File: config.mk
export PLATFORM = sky130hd
export DESIGN_NAME = hh_weight_stream_loader
export DESIGN_NICKNAME = d
export VERILOG_FILES = /design/src/rtl/lstm_mem_pkg.sv /design/src/rtl/hh_weight_stream_loader_pair_packer.sv /design/src/rtl/hh_weight_stream_loader.sv
export SDC_FILE = /design/constraint.sdc
export NUM_CORES = 1
export LEC_CHECK = 0
export ABC_AREA = 1
export BUFFER_PORTS_ARGS = -buffer_cell sky130_fd_sc_hd__buf_2
export CAP_MARGIN = 10
export CORE_MARGIN = 5
export CORE_UTILIZATION = 50
export DETAILED_ROUTE_END_ITERATION = 16
export GPL_TIMING_DRIVEN = 0
export PLACE_DENSITY = 0.73
export REMOVE_ABC_BUFFERS = 1
export SLEW_MARGIN = 10
export SYNTH_ARGS = -nofsm -noshare
export SYNTH_HDL_FRONTEND = slang
export SYNTH_SLANG_ARGS = --single-unit
File: constraint.sdc
create_clock -name clk -period 2.8 [get_ports clk]
set_input_delay 0.56 -clock clk [delete_from_list [all_inputs] [get_ports clk]]
set_output_delay 0.56 -clock clk [all_outputs]
set_load 0.02 [all_outputs]
File: src/rtl/lstm_mem_pkg.sv
// Shared constants and loader state encoding for the LSTM weight memories.
package lstm_mem_pkg;

    localparam int DATA_WIDTH = 16;
    localparam int ADDR_WIDTH = 14;
    localparam int MEM_DEPTH  = 8192;

    typedef enum logic [1:0] {
        ST_IDLE = 2'd0,
        ST_LO   = 2'd1,
        ST_HI   = 2'd2,
        ST_FIN  = 2'd3
    } ld_state_e;

endpackage

File: src/rtl/hh_weight_stream_loader_pair_packer.sv
// Holds the low element of a pair and registers the memory write port; one-cycle latency.
// No backpressure of its own: every write strobe from the FSM becomes one write cycle.
module pair_packer #(
    parameter int DATA_WIDTH = 16,
    parameter int WADDR_W    = 13
) (
    input  logic                    clk,
    input  logic                    rst_n,
    input  logic                    clear_i,
    input  logic                    lo_cap_i,
    input  logic                    pair_wr_i,
    input  logic                    tail_wr_i,
    input  logic [DATA_WIDTH-1:0]   data_i,
    input  logic [WADDR_W-1:0]      addr_i,
    output logic                    write_enable_o,
    output logic [WADDR_W-1:0]      write_address_o,
    output logic [2*DATA_WIDTH-1:0] write_data_o
);

    logic [DATA_WIDTH-1:0]   lo_q;
    logic                    we_q;
    logic [WADDR_W-1:0]      addr_q;
    logic [2*DATA_WIDTH-1:0] data_q;

    always_ff @(posedge clk or negedge rst_n) begin
        if (!rst_n) begin
            lo_q <= '0;
        end else if (clear_i) begin
            lo_q <= '0;
        end else if (lo_cap_i) begin
            lo_q <= data_i;
        end
    end

    // First element of a pair sits in the low half; an odd tail is zero-padded, never sign-extended.
    always_ff @(posedge clk or negedge rst_n) begin
        if (!rst_n) begin
            we_q   <= 1'b0;
            addr_q <= '0;
            data_q <= '0;
        end else begin
            we_q <= pair_wr_i || tail_wr_i;
            if (pair_wr_i) begin
                addr_q <= addr_i;
                data_q <= {data_i, lo_q};
            end else if (tail_wr_i) begin
                addr_q <= addr_i;
                data_q <= {{DATA_WIDTH{1'b0}}, data_i};
            end
        end
    end

    assign write_enable_o  = we_q;
    assign write_address_o = addr_q;
    assign write_data_o    = data_q;

endmodule

File: src/rtl/hh_weight_stream_loader.sv
// Packs a stream of signed weights into 32-bit pairs at sequential addresses; write lands 1 cycle after handshake.
// s_ready is high only in LO/HI and drops after the last element or the final memory word; done follows the last write.
module hh_weight_stream_loader #(
    parameter int DATA_WIDTH = lstm_mem_pkg::DATA_WIDTH,
    parameter int ADDR_WIDTH = lstm_mem_pkg::ADDR_WIDTH,
    parameter int DEPTH      = lstm_mem_pkg::MEM_DEPTH
) (
    input  logic                    clk,
    input  logic                    rst_n,
    input  logic                    start,
    input  logic                    abort,
    input  logic [DATA_WIDTH-1:0]   s_data,
    input  logic                    s_valid,
    input  logic                    s_last,
    output logic                    s_ready,
    output logic                    write_enable,
    output logic [ADDR_WIDTH-2:0]   write_address,
    output logic [2*DATA_WIDTH-1:0] write_data,
    output logic                    busy,
    output logic                    done,
    output logic [ADDR_WIDTH-1:0]   word_count
);

    import lstm_mem_pkg::*;

    localparam logic [ADDR_WIDTH-1:0] LAST_WORD = ADDR_WIDTH'(DEPTH - 1);
    localparam logic [ADDR_WIDTH-1:0] ONE       = ADDR_WIDTH'(1);

    ld_state_e             state_q;
    logic                  ready_q;
    logic                  busy_q;
    logic                  done_q;
    logic [ADDR_WIDTH-1:0] word_count_q;

    logic hs;
    logic lo_cap;
    logic tail_wr;
    logic pair_wr;

    // abort outranks any handshake in the same cycle, so it gates every capture and write.
    assign hs      = s_valid && ready_q && !abort;
    assign lo_cap  = hs && (state_q == ST_LO);
    assign tail_wr = lo_cap && s_last;
    assign pair_wr = hs && (state_q == ST_HI);

    always_ff @(posedge clk or negedge rst_n) begin
        if (!rst_n) begin
            state_q      <= ST_IDLE;
            ready_q      <= 1'b0;
            busy_q       <= 1'b0;
            done_q       <= 1'b0;
            word_count_q <= '0;
        end else begin
            done_q <= 1'b0;
            if (abort) begin
                state_q <= ST_IDLE;
                ready_q <= 1'b0;
                busy_q  <= 1'b0;
            end else begin
                case (state_q)
                    ST_IDLE: begin
                        if (start) begin
                            state_q      <= ST_LO;
                            ready_q      <= 1'b1;
                            busy_q       <= 1'b1;
                            word_count_q <= '0;
                        end
                    end
                    ST_LO: begin
                        if (lo_cap) begin
                            if (s_last) begin
                                state_q      <= ST_FIN;
                                ready_q      <= 1'b0;
                                busy_q       <= 1'b0;
                                word_count_q <= word_count_q + ONE;
                            end else begin
                                state_q <= ST_HI;
                            end
                        end
                    end
                    ST_HI: begin
                        if (pair_wr) begin
                            word_count_q <= word_count_q + ONE;
                            // Stop at the top word: a load never wraps back to address 0.
                            if (s_last || (word_count_q == LAST_WORD)) begin
                                state_q <= ST_FIN;
                                ready_q <= 1'b0;
                                busy_q  <= 1'b0;
                            end else begin
                                state_q <= ST_LO;
                            end
                        end
                    end
                    ST_FIN: begin
                        state_q <= ST_IDLE;
                        done_q  <= 1'b1;
                    end
                    default: begin
                        state_q <= ST_IDLE;
                        ready_q <= 1'b0;
                        busy_q  <= 1'b0;
                    end
                endcase
            end
        end
    end

    pair_packer #(
        .DATA_WIDTH (DATA_WIDTH),
        .WADDR_W    (ADDR_WIDTH - 1)
    ) u_pair_packer (
        .clk             (clk),
        .rst_n           (rst_n),
        .clear_i         (abort),
        .lo_cap_i        (lo_cap),
        .pair_wr_i       (pair_wr),
        .tail_wr_i       (tail_wr),
        .data_i          (s_data),
        .addr_i          (word_count_q[ADDR_WIDTH-2:0]),
        .write_enable_o  (write_enable),
        .write_address_o (write_address),
        .write_data_o    (write_data)
    );

    assign s_ready    = ready_q;
    assign busy       = busy_q;
    assign done       = done_q;
    assign word_count = word_count_q;

endmodule

==> metrics.csv <==
stage,metric,value,unit
sta,Max Freq,395,MHz
final_layout,Final Util,58.3,%
sta,Final Hold Fails,0,
hold_path,Hold WC Path Type,input port to asynchronous set/reset pin,
synth,Synth Warn #,0,
placed_design,Post-DP HPWL,5.81,mm
final_layout,most frequent cells in the layout,"115 x nand2_1, 83 x buf_2, 80 x dfrtp_1",
power,Sw Pwr,1820,uW
synth,"Seq/Total Area, Yosys",52.2,%
power,Gate power share,40.1,%
synth,multiplexer share of the synthesized area,0,%
grt,largest net degree at the start of global routing,75,
final_layout,P&R area growth vs syn,15.7,%
synth,Synth Area in Simple Gates,22.2,%
grt,first-pass GRT wire length,14.3,mm
synth,largest family of logic cells by synthesized area,simple AND/OR/NAND/NOR gates,
synth,cell area after synthesis,3830,um2
route,via count,3192,
final_layout,share of cells above drive strength 1,25.3,%
synth,adder-cell area share of the yosys netlist,2.28,%
final_layout,Layout Nets,549,
flow_run,max_cap viols,0,
worst_setup_path,startpoint types,register,
sta,RSZ-0062 raised after global routing,false,
floorplan,Top Ports,85,
synth,Synth Flop Type,dfrtp_1,
route,Detail Route Antenna Nets,0,
grt,total grt overflow,0,
power,power per cell area,970,nW/um2
power,Clk pwr share,18.9,%
floorplan,Initial Utilization,50.4,%
sta,worst clock skew,7.16,ps
sta,max_slew headroom,25.1,%
final_layout,Fillers,697,
sta,Final Cycle Share,90.4,%
sta,final number of setup-violating endpoints,0,
clocking,Clock Path Buffers,2,
route,WL per Instance,13.2,um
floorplan,Core ar.,7610,um2
clocking,Post-CTS Setup Repair Bufs,0,
sta,pin slew with the least headroom to its limit,1120,ps
floorplan,die area,9520,um2
grt,number of global-route vias before repair,3075,
route,starting DRC count in detailed routing,135,
clocking,Inserted Clock Buffers,9,
clocking,CTS Sinks,80,
power,leakage,0.00234,uW
clocking,hold_buf cts,0,
route,vias per inst,5.09,
clocking,CTS tree,yes,
worst_setup_path,crit-path max FO,32,
placed_design,routability cong.,0.916,
power,Max IR drop VDD,482,uV
grt,initial antenna violation count,0,
floorplan,Die Wd,97.6,um
clocking,Resized cells post-CTS,0,
worst_setup_path,WP data required,3000,ps
sta,min Tclk post-route,2530,ps
synth,Post-synth EDFFs,0,
placed_design,I/O Buffers,84,
sta,Max Slew Vio Count,0,
synth,ys async rst share,100,%
synth,Compound-Gate Fraction of Synth Area,14.5,%
clocking,htree depth,3,
power,Sw Share,42.2,%
clocking,Clock Pin Slew Worst Setup and Hold Paths,80,ps
grt,All-Layer GR Usage,18.1,%
worst_setup_path,kind of critical path,register to register,
route,DR pass1 iterations,4,
power,sequential fraction of design power,41.0,%
synth,"Avg Cell Area, Syn",8.60,um2
route,Post-Route WL,8.29,mm
sta,hold slack,93.9,ps
worst_setup_path,Worst Setup End Kind,register,
final_layout,ant diodes,0,
route,Post-route DRC,0,
synth,xor-xnor portion of the synthesized cell area,0,%
power,Pint,2490,uW
clocking,Root Buffer,clkbuf_8,
outcome,status,"finished, final reports clean",
synth,Cells after Synth,446,
floorplan,die height,97.6,um
floorplan,row count,32,
synth,#FFs+latches synth,80,
synth,Yosys cell types,23,
clocking,Worst-Skew Late Latency,340,ps
final_layout,"most common cell after layout, fill and taps aside",nand2_1,
sta,Setup TNS,0,ps
worst_setup_path,Critical Path AT,2730,ps
==> worst max-delay path, stage by stage, from the launching register on <==
cell	delay, ps
dfrtp_1	440
inv_1	140
ha_1	280
inv_2	300
nor2_2	70
nand2_1	820
nand2_1	110
o21ai_0	130
o21ai_1	90
==> worst paths after layout <==
path	from	cells past startpoint	endpoint	slack, ps
max in group asynchronous	rst_n	2	u_pair_packer.write_data_o[8]$_DFFE_PN0P_	2140
worst min-delay path	rst_n	1	u_pair_packer.write_address_o[5]$_DFFE_PN0P_	90
worst max register to register	state_q[0]$_DFFE_PN0P_	8	u_pair_packer.write_data_o[5]$_DFFE_PN0P_	270
min in group clk	u_pair_packer.write_address_o[6]$_DFFE_PN0P_	2	u_pair_packer.write_address_o[6]$_DFFE_PN0P_	480
worst min register to register	u_pair_packer.write_address_o[6]$_DFFE_PN0P_	2	u_pair_packer.write_address_o[6]$_DFFE_PN0P_	480
worst max-delay path	state_q[0]$_DFFE_PN0P_	8	u_pair_packer.write_data_o[5]$_DFFE_PN0P_	270
==> final cells by class <==
cell class / instances / area [um2] / share of cell area, %
well taps: 102 / 128 / 2.88
multi-input cells: 298 / 1500 / 33.7
clock inverters: 6 / 60.1 / 1.35
clock buffers: 10 / 128 / 2.88
flip-flops and latches: 80 / 2000 / 45.1
repair buffers: 85 / 450 / 10.1
inverters: 46 / 175 / 3.95
==> sequential cells by signal, indices dropped and copies added (netlist names) <==
signal	cells
u_pair_packer.write_data_o	32
u_pair_packer.lo_q	16
word_count	14
u_pair_packer.write_address_o	13
state_q	2
busy	1
done	1
u_pair_packer.write_enable_o	1
==> logic make-up (layout without fill, tap and decap cells) <==
logic type / after synthesis / after routing
and+or+nand+nor: 197 / 197
AOI/OAI and AO/OA: 94 / 94
DFF: 80 / 80
buffers and inverters: 68 / 147
adders and majority gates: 7 / 7
==> per-stage QoR <==
stage                     total power (uW)  std cells  cell area [um2]  worst slack (ps)
after CTS                             4360        627             4440               255
after floorplan                       2910        424             3670               773
after global placement                3480        610             4220               245
after global routing                  4640        627             4440              74.0
after detailed placement              3540        611             4250               239
final                                 4310        627             4440               269
==> per-layer routing <==
layer	up-vias	GRT usage, %	routed length, um
met1	1476	24.2	3760
met3	10	4.67	667
met2	118	28.5	3780
li1	1588	-	-
met4	0	6.39	85
met5	-	0	0
==> synth_stat cells (2+ instances only) <==
cell	instances	share of area [%]
buf_2	2	0.26
inv_1	43	4.2
nand4_1	8	1.3
o21ai_0	42	5.5
buf_6	9	2.6
o21ai_1	24	3.1
nand2_1	115	11
clkbuf_1	7	0.69
buf_4	3	0.59
nand3_1	42	5.5
nor2_2	2	0.33
dfrtp_1	80	52
ha_1	7	2.3
nor2_4	2	0.59
o21ai_2	20	4.6
a21oi_1	7	0.91
nand2_2	5	0.82
inv_2	3	0.29
nor2_1	21	2.1
==> power groups by stage <==
stage	logic (uW)	registers, uW	clock network [uW]
3_3_place_gp	1710	1770	0
3_5_place_dp	1750	1780	0
4_1_cts	1760	1770	840
2_1_floorplan	742	2170	0
6_report	1730	1760	814
5_1_grt	1920	1820	892
(Power assumes the default switching activity.)
